===== config.mk =====
export PLATFORM = sky130hd
export DESIGN_NAME = data_mem_arbiter
export DESIGN_NICKNAME = d
export VERILOG_FILES = /design/src/rtl/data_mem_arbiter.sv
export SDC_FILE = /design/constraint.sdc
export NUM_CORES = 1
export LEC_CHECK = 0
export CAP_MARGIN = 20
export CORE_AREA = 2 2 105 107
export CTS_BUF_LIST = sky130_fd_sc_hd__clkbuf_8 sky130_fd_sc_hd__clkbuf_16
export CTS_CLUSTER_SIZE = 28
export DETAILED_ROUTE_END_ITERATION = 12
export DIE_AREA = 0 0 107 109
export PLACE_DENSITY = 0.81
export SYNTH_ARGS = -nofsm -noshare
export SYNTH_HDL_FRONTEND = slang
export SYNTH_SLANG_ARGS = --single-unit

===== constraint.sdc =====
create_clock -name Clk -period 4.4 [get_ports Clk]
set_input_delay 1.1 -clock Clk [delete_from_list [all_inputs] [get_ports Clk]]
set_output_delay 1.1 -clock Clk [all_outputs]
set_load 0.02 [all_outputs]

===== src/rtl/data_mem_arbiter.sv =====
// Round-robin arbiter that lets two masters share the single port of a 256 x 32
// synchronous data memory, issuing one registered access per grant and acknowledging it.
module data_mem_arbiter #(
    parameter int MEM_DEPTH = 256
) (
    input  logic        Clk,
    input  logic        Reset,
    input  logic        req0,
    input  logic        req1,
    input  logic        we0,
    input  logic        we1,
    input  logic [31:0] addr0,
    input  logic [31:0] addr1,
    input  logic [31:0] wdata0,
    input  logic [31:0] wdata1,
    output logic        ack0,
    output logic        ack1,
    output logic        err,
    output logic [31:0] rdata,
    output logic        busy,
    output logic [31:0] mem_address,
    output logic [31:0] mem_write_data,
    output logic        MemWrite,
    output logic        MemRead,
    input  logic [31:0] mem_read_data
);

    localparam logic [31:0] DEPTH_C = 32'(MEM_DEPTH);

    typedef enum logic [1:0] {
        IDLE  = 2'd0,
        ISSUE = 2'd1,
        RESP  = 2'd2
    } state_t;

    state_t      state_q, state_d;
    logic        owner_q, owner_d;
    logic        last_q, last_d;
    logic        cmd_we_q, cmd_we_d;
    logic        cmd_err_q, cmd_err_d;
    logic [31:0] cmd_addr_q, cmd_addr_d;
    logic [31:0] cmd_wdata_q, cmd_wdata_d;
    logic [31:0] mem_addr_q, mem_addr_d;
    logic [31:0] mem_wdata_q, mem_wdata_d;
    logic        mem_we_q, mem_we_d;
    logic        mem_re_q, mem_re_d;

    logic        grant_s;
    logic        win_we_s;
    logic [31:0] win_addr_s;
    logic [31:0] win_wdata_s;

    // Full 32-bit unsigned check: anything at or above the depth is rejected.
    function automatic logic addr_in_range(input logic [31:0] a);
        return (a < DEPTH_C);
    endfunction

    // Winner selection: a tie goes to the port that was not served last.
    always_comb begin
        if (req0 && req1) begin
            grant_s = ~last_q;
        end else if (req1) begin
            grant_s = 1'b1;
        end else begin
            grant_s = 1'b0;
        end
        if (grant_s) begin
            win_we_s    = we1;
            win_addr_s  = addr1;
            win_wdata_s = wdata1;
        end else begin
            win_we_s    = we0;
            win_addr_s  = addr0;
            win_wdata_s = wdata0;
        end
    end

    // Sequencer next state and next memory-strobe values.
    always_comb begin
        state_d     = state_q;
        owner_d     = owner_q;
        last_d      = last_q;
        cmd_we_d    = cmd_we_q;
        cmd_err_d   = cmd_err_q;
        cmd_addr_d  = cmd_addr_q;
        cmd_wdata_d = cmd_wdata_q;
        mem_addr_d  = mem_addr_q;
        mem_wdata_d = mem_wdata_q;
        mem_we_d    = mem_we_q;
        mem_re_d    = mem_re_q;
        case (state_q)
            IDLE: begin
                if (req0 || req1) begin
                    owner_d     = grant_s;
                    last_d      = grant_s;
                    cmd_we_d    = win_we_s;
                    cmd_addr_d  = win_addr_s;
                    cmd_wdata_d = win_wdata_s;
                    if (addr_in_range(win_addr_s)) begin
                        state_d     = ISSUE;
                        cmd_err_d   = 1'b0;
                        mem_addr_d  = win_addr_s;
                        mem_wdata_d = win_wdata_s;
                        mem_we_d    = win_we_s;
                        mem_re_d    = ~win_we_s;
                    end else begin
                        state_d   = RESP;
                        cmd_err_d = 1'b1;
                    end
                end else begin
                    state_d = IDLE;
                end
            end
            ISSUE: begin
                state_d     = RESP;
                mem_addr_d  = 32'd0;
                mem_wdata_d = 32'd0;
                mem_we_d    = 1'b0;
                mem_re_d    = 1'b0;
            end
            RESP: begin
                state_d = IDLE;
            end
            default: begin
                state_d = IDLE;
            end
        endcase
    end

    // State and command registers; reset abandons any in-flight access.
    always_ff @(posedge Clk) begin
        if (Reset) begin
            state_q     <= IDLE;
            owner_q     <= 1'b0;
            last_q      <= 1'b1;
            cmd_we_q    <= 1'b0;
            cmd_err_q   <= 1'b0;
            cmd_addr_q  <= 32'd0;
            cmd_wdata_q <= 32'd0;
            mem_addr_q  <= 32'd0;
            mem_wdata_q <= 32'd0;
            mem_we_q    <= 1'b0;
            mem_re_q    <= 1'b0;
        end else begin
            state_q     <= state_d;
            owner_q     <= owner_d;
            last_q      <= last_d;
            cmd_we_q    <= cmd_we_d;
            cmd_err_q   <= cmd_err_d;
            cmd_addr_q  <= cmd_addr_d;
            cmd_wdata_q <= cmd_wdata_d;
            mem_addr_q  <= mem_addr_d;
            mem_wdata_q <= mem_wdata_d;
            mem_we_q    <= mem_we_d;
            mem_re_q    <= mem_re_d;
        end
    end

    // Response decode: read data only passes through for an error-free read.
    always_comb begin
        ack0  = 1'b0;
        ack1  = 1'b0;
        err   = 1'b0;
        rdata = 32'd0;
        if (state_q == RESP) begin
            ack0 = ~owner_q;
            ack1 = owner_q;
            err  = cmd_err_q;
            if (!cmd_we_q && !cmd_err_q) begin
                rdata = mem_read_data;
            end else begin
                rdata = 32'd0;
            end
        end else begin
            rdata = 32'd0;
        end
    end

    assign busy           = (state_q != IDLE);
    assign mem_address    = mem_addr_q;
    assign mem_write_data = mem_wdata_q;
    assign MemWrite       = mem_we_q;
    assign MemRead        = mem_re_q;

endmodule


# [After elaboration in Yosys (flattened, before gate mapping)]
# Cells that the tools add are included.
# Widths: inputs -> output; s select.
[totals] reg_bits=72 output_inout_bits=102 wordCells=53 input_bits=166
[classes] n_eq_ne=4 order_cmp=1 n_reduce_logical=10 muxes=26 bitwise_logic=3
[ops] cell="$mux 32" n=8
[ops] cell="$pmux 32 s2" n=2
[ops] cell="$lt 32x9->1 const B" n=1
[ops] cell="$mux 1" n=11
[ops] cell="$mux 2" n=2
[ops] cell="$ne 2x2->1 const B" n=2
[ops] cell="$pmux 1 s2" n=2
[ops] cell="$pmux 2 s2" n=1
[ops] cell="$reduce_bool 2->1" n=2
[ops] cell="$not 1->1" n=3
[ops] cell="$reduce_and 3->1" n=1
[ops] cell="$eq 2x1->1 const B" n=1
[ops] cell="$eq 2x2->1 const B" n=1
[ops] cell="$logic_and 1x1->1" n=2
[ops] cell="$logic_not 1->1" n=2
[ops] cell="$logic_not 2->1" n=1
[ops] cell="$reduce_and 2->1" n=1
[ops] cell="$logic_or 1x1->1" n=1

# [Longest topological paths before layout]
# Gate-level depths: netlist (run 1).
[depth] ltp_word=7 mapped_depth=8 depth_no_buf=6

# [Least setup slack after synthesis (run 1)]
# No wires, ideal clock.
[synth_timing] kind="input port to flip-flop" start="input port addr0[30]" end="register mem_we_q (netlist: MemWrite)" setup_slack_ps=1844 required_ps=4280 setup_ps=120 n_path_buf=1 cell_stages=6 arrival_time_ps=2436 cell_sequence="nor4_1 nand4_1 o32ai_4 a21oi_4 buf_4 o2bb2ai_1"
[synth_via] elab_chain_len=4
[synth_lines] item="from (decl)" line_no="12" rtl="input logic [31:0] addr0,"
[synth_lines] item="$mux 32" line_no="67" rtl="if (grant_s) begin"
[synth_lines] item="$lt 32x9->1" line_no="55" rtl="return (a < DEPTH_C);"
[synth_lines] item="$ne 2x2->1 (no source line)"
[synth_lines] item="$reduce_and 3->1 (no source line)"
[synth_lines] item="to (signal assigned)" line_no="154" rtl="mem_we_q <= mem_we_d;"
[synth_lines] item="to (decl)" line_no="45" rtl="logic mem_we_q, mem_we_d;"
# No other way between the ends.
# A chain may end at the register's enable or synchronous reset.

# [Worst setup path after layout (run 1)]
[layout_timing] start="register state_q[1]" end="output port rdata[27]"
[layout_via] elab_chain_len=2
[layout_lines] item="from (decl)" line_no="36" rtl="state_t state_q, state_d;"
[layout_lines] item="from (signal assigned)" line_no="145" rtl="state_q <= state_d;"
[layout_lines] item="$eq 2x2->1" line_no="165" rtl="if (state_q == RESP) begin"
[layout_lines] item="$mux 32" line_no="165"
[layout_lines] item="to (decl)" line_no="19" rtl="output logic [31:0] rdata,"
# No other way between the ends.

==> flow_summary.ini, run 1 <==
[status]
status = finished clean

[sta]
fin_crit_sh_pct = 82.3
worst_pin_slew_ns = 1.11
finalSetupViolCount = 0
fmax_mhz = 276
worst_hold_slack_ns = 0.464
rsz0062_at_grt = no
max_slew_margin_pct = 25.9
maxSlewViolCount = 0
fin_crit_ns = 3.62
finClkSkew_ns = 0.00704
hold_viol = 0
final.setup.tns_ns = 0

[route]
route.detailed.vias_per_inst = 4.66
wire_per_inst_um = 15.9
dr.pass1.iters = 4
wl_um = 11300
drc_errors = 0
route.antenna.remaining_nets = 0
vias = 3312
drt_iter0_markers = 66

[pwr]
ir_worst_vdd_mv = 0.183
cellPowerDensity_nw_per_um2 = 237
p_leak_nw = 2.26

[setup_path]
cp.required_ns = 3.30
r2r_start = last_q
r2r_slack_ns = 2.24
cp-start-kind = flip-flop
arrival_ns = 2.52
crit_path_max_incr_delay_ns = 0.61
crit_type = flip-flop to output port
worstRegToRegCells = 6
r2r_end = mem_write_data[10]
cp-end-kind = output port
worstPathCellList = nand2_1 -> nor3_2 -> buf_4 -> and2_1 -> clkdlybuf4s50_1
crit_slowest_cell = clkdlybuf4s50_1
cp_max_fo = 22

[clock_network]
cts_resized = 0
cts.sinks = 72
cts-buffers-inserted = 9
tritoncts = yes
cts_buffer_depth = 2
clkTransAtPathRegs_ns = 0.08
htree_levels = 3
hold_buffers = 0
cts-root-buf = clkbuf_8
clkLatencyLatePin_ns = 0.34
post_cts_buffers = 0

[global_routing]
grt_first_pass_wirelength_um = 16500
grt_overflow_total = 0
grt_pass1_vias = 3316
gr-usage-all-layers_pct = 18.4
antenna_found_initial = 0
grt_max_degree = 55

[logic_synthesis]
syn_nets = 469
ys.flop_type = dfxtp_1
ys_top_cells_by_area = dfxtp_1 (46%), mux2i_1 (13%), and2_1 (11%)
ys_seq_area_share_pct = 46.4
synth-seq-cells = 72
synth.area.mux_share_pct = 13.2
synth-edff-count = 0
async_flop_share_pct = 0
synthSimpleGateAreaFrac_pct = 21.4
yosys_warnings = 0
synth_fa_ha_area_share_pct = 0
yosysUniqueCellTypes = 30
synth-xor-area-share_pct = 0
yosys.area.top_type_share_pct = 46.4
synth_cells = 303
synth_top_family_by_area = simple AND/OR/NAND/NOR gates
yosysTopAreaCell = dfxtp_1
synth_compound_area_share_pct = 13.6
yosysMostFrequentCell = dfxtp_1
synth_area_per_cell_um2 = 10.3
synth_common_cells = dfxtp_1 (72), and2_1 (56), mux2i_1 (41)
syn_area_um2 = 3110

[cells_and_area]
final_nets = 732
antenna_cells = 0
syn_to_final_growth_pct = 94.5
drive_gt1_share_pct = 4.73
multiInputGateArea_um2 = 1520
fill_cells = 889
regArea_um2 = 1440

[floorplanning]
io_pins = 268
rows = 38
fp.dieArea_um2 = 11700
initial_core_util_pct = 29.3
die_h_um = 109
core-area_um2 = 10600
dieWidth_um = 107

[run]
cap_violations = 0

[place]
dpl.hpwl_um = 8840
portBuffers = 267
gp_congestion = 0.809

[min_path]
hold_depth = 1
hold_end = mem_write_data[27]
hold_class = flip-flop to flip-flop
hp-start = mem_write_data[27]
cell families (layout without fill, tap and decap cells):
family,after synthesis,count (layout)
DFF,72,72
muxes,41,41
buffers and inverters,24,292
and+or+nand+nor,114,114
AOI/OAI and AO/OA,52,52
state kept, by name, indices dropped and copies added, names as in the netlist:
| signal | cells |
|---|---|
| mem_write_data | 32 |
| cmd_we_q | 1 |
| last_q | 1 |
| cmd_err_q | 1 |
| state_q | 2 |
| mem_address | 32 |
| MemRead | 1 |
| MemWrite | 1 |
| owner_q | 1 |
routing by layer:
layer	track usage, %	wire, um	vias up
met2	33.0	5720	183
met4	7.88	229	0
met5	0	0	-
met1	18.9	3980	1494
met3	7.59	1380	16
li1	-	-	1619
report_power, final:
| part | total, mW | leakage (nW) | internal (mW) | switching, mW |
|---|---|---|---|---|
| combinational | 0.304 | 1.59 | 0.195 | 0.110 |
| sequential | 0.659 | 0.581 | 0.655 | 0.00426 |
| clock | 0.471 | 0.0903 | 0.222 | 0.250 |
| total | 1.43 | 2.26 | 1.07 | 0.364 |
per-stage QoR:
step	power, mW	util [%]	setup WS, ns	cells	cell area [um^2]
after floorplan	0.779	-	1.84	303	3110
after global placement	0.976	55.3	0.899	695	5860
after detailed placement	0.980	55.3	0.911	695	5860
after CTS	1.46	57.0	0.729	711	6040
after global routing	1.50	57.0	0.579	711	6040
final	1.43	57.0	0.777	711	6040
layout make-up:
class / instances / area share [%]
clock inverters: 6 / 0.745
inverters: 3 / 0.186
repair buffers: 273 / 45.0
flip-flops and latches: 72 / 23.9
multi-input cells: 207 / 25.1
clock buffers: 10 / 2.28
well taps: 140 / 2.90
worst max-delay path by stage:
stage	slack [ns]	from	end	cells after the start
floorplan	1.84	addr0[30]	MemWrite	6
global placement	0.90	mem_read_data[1]	rdata[1]	3
detailed placement	0.91	req1	MemRead	8
CTS	0.73	state_q[1]	rdata[0]	5
global route	0.58	state_q[1]	rdata[27]	5
finish	0.78	state_q[1]	rdata[27]	5
critical path: cells and delay by family, from the launching register on:
kind	cells	cell delay, ns
flip-flops	1	0.44
AND/OR/NAND/NOR	3	0.80
buffers and inverters	2	0.93
placed cells by master, fill, tap and decap left out, types with 8 or more instances in the layout:
cell type        count
clkdlybuf4s50_1    267
dfxtp_1             72
and2_1              56
mux2i_1             41
o2bb2ai_1           29
and3_1              14
a21oi_1             13
nor4_1              12
nor3_1              12
clkbuf_8            10
nor2_1               8
No activity file was read; power rests on OpenSTA's default activity.
==> run 2, diff against run 1 <==
--- a/config.mk
+++ b/config.mk
@@ -6,12 +6,13 @@
 export NUM_CORES = 1
 export LEC_CHECK = 0
 export CAP_MARGIN = 20
-export CORE_AREA = 2 2 105 107
+export CORE_ASPECT_RATIO = 1.5
+export CORE_MARGIN = 2
+export CORE_UTILIZATION = 29
 export CTS_BUF_LIST = sky130_fd_sc_hd__clkbuf_8 sky130_fd_sc_hd__clkbuf_16
 export CTS_CLUSTER_SIZE = 28
 export DETAILED_ROUTE_END_ITERATION = 12
-export DIE_AREA = 0 0 107 109
-export PLACE_DENSITY = 0.81
+export PLACE_DENSITY = 0.83
 export SYNTH_ARGS = -nofsm -noshare
 export SYNTH_HDL_FRONTEND = slang
 export SYNTH_SLANG_ARGS = --single-unit
==> constraint.sdc (replaced) <==
create_clock -name Clk -period 3.3 [get_ports Clk]
set_input_delay 0.825 -clock Clk [delete_from_list [all_inputs] [get_ports Clk]]
set_output_delay 0.825 -clock Clk [all_outputs]
set_load 0.02 [all_outputs]
==> flow_summary.ini, run 2 (synthesis gave the netlist of run 1 again) <==
[pwr]
ir_worst_vdd_mv = 0.344
finalPower_mw = 2.21
p_leak_nw = 2.33
cellPowerDensity_nw_per_um2 = 358

[global_routing]
grt_first_pass_wirelength_um = 17100
grt_max_degree = 50
antenna_found_initial = 0
gr-usage-all-layers_pct = 19.8
grt_pass1_vias = 3357
grt_overflow_total = 0

[sta]
hold_viol = 0
rsz0062_at_grt = no
max_slew_margin_pct = 71.3
fin_crit_sh_pct = 90.6
final.setup.tns_ns = 0
fmax_mhz = 334
fin_crit_ns = 2.99
finalSetupViolCount = 0
setup_slack_ns = 0.309
worst_pin_slew_ns = 0.419
maxSlewViolCount = 0
finClkSkew_ns = 0.00488
worst_hold_slack_ns = 0.458

[setup_path]
cp-end-kind = output port
cp.required_ns = 2.47
cp-start-kind = flip-flop
arrival_ns = 2.17
worstRegToRegCells = 6
cp_max_fo = 32
crit_type = flip-flop to output port

[floorplanning]
io_pins = 268
core-area_um2 = 10500
die_h_um = 131
rows = 46
initial_core_util_pct = 29.5
dieWidth_um = 88.5
fp.dieArea_um2 = 11600

[cells_and_area]
fill_cells = 890
drive_gt1_share_pct = 5.24
antenna_cells = 0
syn_to_final_growth_pct = 99.0
stdcell_count = 717
layout_commonest_cell = clkdlybuf4s50_1
most-common-layout-cells = clkdlybuf4s50_1 (267), dfxtp_1 (72), and2_1 (56)
final_nets = 735

[min_path]
hold_depth = 1
hold_class = flip-flop to flip-flop

[route]
route.detailed.vias_per_inst = 4.62
wl_um = 12200
wire_per_inst_um = 17.0
dr.pass1.iters = 6
drt_iter0_markers = 78
vias = 3315
drc_errors = 0
route.antenna.remaining_nets = 0

[place]
gp_congestion = 0.781
portBuffers = 267
place_inst = 702
pre_cts_slack_ns = 0.310
dpl.hpwl_um = 9790

[clock_network]
cts.sinks = 72
tritoncts = yes
cts-buffers-inserted = 9
cts_resized = 0
post_cts_buffers = 0
cts-root-buf = clkbuf_16
cts_buffer_depth = 2
hold_buffers = 0
clkTransAtPathRegs_ns = 0.05
htree_levels = 3
clkLatencyLatePin_ns = 0.33

[run]
cap_violations = 0

[status]
status = finished clean
## run 2: report_power, final
group          switching, mW  internal, mW  total, mW
combinational          0.151         0.262      0.412
clock                  0.334         0.585      0.919
sequential           0.00546         0.875      0.880
total                  0.490          1.72       2.21
## run 2: path summary, 6_finish.rpt
kind	startpoint	endpoint	slack, ns
hold reg to reg	mem_address[17]	mem_address[17]	0.46
setup reg to reg	last_q	cmd_we_q	1.43
hold / removal	mem_address[17]	mem_address[17]	0.46
setup / recovery	state_q[1]	rdata[3]	0.31
## run 2: final cells by class
| type | instances | area, um^2 | share of cell area [%] |
|---|---|---|---|
| multi-input combinational | 207 | 1520 | 24.5 |
| timing repair buffer | 276 | 2740 | 44.3 |
| clock inverter | 2 | 12.5 | 0.202 |
| tap | 144 | 180 | 2.91 |
| inverter | 3 | 11.3 | 0.182 |
| sequential | 72 | 1440 | 23.3 |
| clock buffer | 13 | 280 | 4.53 |
## run 2: per-layer routing
layer  part of all wire, %  GRT usage, %
met1                    38          21.3
met2                    50          35.0
met3                    10          7.16
met4                   1.8          7.31
met5                     0             0
## run 2: stage by stage
step	util, %	area, um^2
after floorplan	-	3110
after global placement	55.9	5890
after detailed placement	55.9	5890
after CTS	58.7	6180
after global routing	58.7	6180
final	58.7	6180
## run 2: critical path: stages (launching register included)
cell and delay, ns:
dfxtp_1 0.45, nand2_1 0.12, nor3_2 0.12, buf_4 0.27, and2_1 0.23, clkdlybuf4s50_1 0.64
==> run 3, diff against run 2 <==
==> constraint.sdc (replaced) <==
create_clock -name Clk -period 2.42 [get_ports Clk]
set_input_delay 0.605 -clock Clk [delete_from_list [all_inputs] [get_ports Clk]]
set_output_delay 0.605 -clock Clk [all_outputs]
set_load 0.02 [all_outputs]
==> flow_summary.ini, run 3 (synthesis gave the netlist of run 1 again) <==
[setup_path]
cp-end-kind = output port
arrival_ns = 1.75
crit_slowest_cell = dlygate4sd2_1
worstRegToRegCells = 6
r2r_slack_ns = 0.73
r2r_end = mem_write_data[15]
crit_type = flip-flop to output port
cp.required_ns = 1.81
cp-start-kind = flip-flop
crit_path_max_incr_delay_ns = 0.35
cp_max_fo = 32
worstPathCellList = inv_1 -> nand2_1 -> nor3_4 -> buf_12 -> and2_1 -> dlygate4sd2_1
r2r_start = last_q

[clock_network]
clkLatencyLatePin_ns = 0.32
cts-buffers-inserted = 9
cts_resized = 23
htree_levels = 3
cts_buffer_depth = 2
cts-root-buf = clkbuf_16
cts.sinks = 72
post_cts_buffers = 0
tritoncts = yes
clkTransAtPathRegs_ns = 0.06
hold_buffers = 0

[cells_and_area]
drive_gt1_share_pct = 8.58
syn_to_final_growth_pct = 102
most-common-layout-cells = clkdlybuf4s50_1 (235), dfxtp_1 (72), and2_1 (56)
layout_commonest_cell = clkdlybuf4s50_1
antenna_cells = 0
fin_util_pct = 59.7
final_nets = 744

[min_path]
hold_class = flip-flop to flip-flop
hp-start = mem_address[23]
hold_end = mem_address[23]
hold_depth = 1

[sta]
rsz0062_at_grt = no
hold_viol = 0
maxSlewViolCount = 0
fmax_mhz = 425
max_slew_margin_pct = 77.8
worst_pin_slew_ns = 0.330
setup_slack_ns = 0.0667
fin_crit_sh_pct = 97.2
finalSetupViolCount = 0
fin_crit_ns = 2.35
finClkSkew_ns = 0.00708

[route]
routed.top_layer = met4
wl_met2_um = 6360
drt_iter0_markers = 68
vias = 3391
wire_per_inst_um = 17.1
wl_um = 12500
route.antenna.remaining_nets = 0
route.detailed.vias_per_inst = 4.66
wl_met3_um = 1720
drc_errors = 0
drt-met1-wl_um = 4060
dr.pass1.iters = 4

[floorplanning]
rows = 46
io_pins = 268
die_h_um = 131
dieWidth_um = 88.5
core-area_um2 = 10500
fp.dieArea_um2 = 11600
initial_core_util_pct = 29.5

[global_routing]
antenna_found_initial = 0
gr-usage-all-layers_pct = 19.9
grt_max_degree = 33
grt_first_pass_wirelength_um = 17300
grt_overflow_total = 0
grt_pass1_vias = 3530

[pwr]
p_leak_nw = 2.46
finalPower_mw = 3.09
ir_worst_vdd_mv = 0.479
pwr-share-seq_pct = 38.8
switching_power_uw = 711
clkPwrFrac_pct = 42.7
internal_power_mw = 2.38
switching_share_pct = 23.0
cellPowerDensity_nw_per_um2 = 492
p_comb_share_pct = 18.5

[place]
gp_congestion = 0.749
portBuffers = 267
dpl.hpwl_um = 10100
pre_cts_slack_ns = -0.198

[run]
cap_violations = 0

[status]
status = finished clean
[run 3: cell count changes in the layout (fill, tap and decap cells not counted), sizes merged, moves of 3 or more]
cell,before,now
clkbuf,13,10
clkdlybuf4s50,267,235
buf,9,28
clkdlybuf4s15,0,14
dlygate4sd2,0,8
[run 3: worst max-delay path by stage]
stage,startpoint,to,slack (ns),depth (start not counted)
2_1_floorplan,addr0[30],MemWrite,0.36,6
3_3_place_gp,addr0[29],mem_write_data[21],-0.10,7
3_5_place_dp,addr0[29],mem_address[6],-0.20,7
4_1_cts,state_q[0],rdata[13],0.04,6
5_1_grt,state_q[0],rdata[20],0.006,6
6_report,state_q[0],rdata[20],0.07,6
[run 3: power groups by stage]
stage	Clock, mW	Combinational, mW	Sequential, mW
final	1.32	0.572	1.20
after global routing	1.40	0.610	1.20
after CTS	1.35	0.576	1.20
after detailed placement	0	0.585	1.22
after global placement	0	0.577	1.22
after floorplan	0	0.193	1.22
[run 3: final cells by class]
type | instances | area [um^2]
Multi-Input combinational cell | 207 | 1520
Clock inverter | 6 | 67.6
Tap cell | 144 | 180
Sequential cell | 72 | 1440
Clock buffer | 10 | 239
Fill cell | 890 | 4250
Timing Repair Buffer | 285 | 2820
Inverter | 3 | 11.3
[run 3: routing by layer]
layer	global-route usage [%]	up-vias
li1	-	1632
met2	36.8	176
met1	17.9	1561
met5	0	-
met3	11.1	22
met4	7.04	0
[run 3: critical path: cells and delay by family, from the launching register on]
kind                   cells  cell delay, ns
AND/OR/NAND/NOR            3            0.46
flip-flops                 1            0.31
buffers and inverters      3            0.66
[run 3: through the flow]
step	instances	instance area [um^2]	hold WS [ns]	setup TNS (ns)
finish	727	6280	0.456	0
global route	727	6280	0.470	0
CTS	727	6270	0.463	0
detailed placement	711	5980	0.444	-9.78
global placement	711	5980	0.442	-5.85
floorplan	303	3110	0.456	0
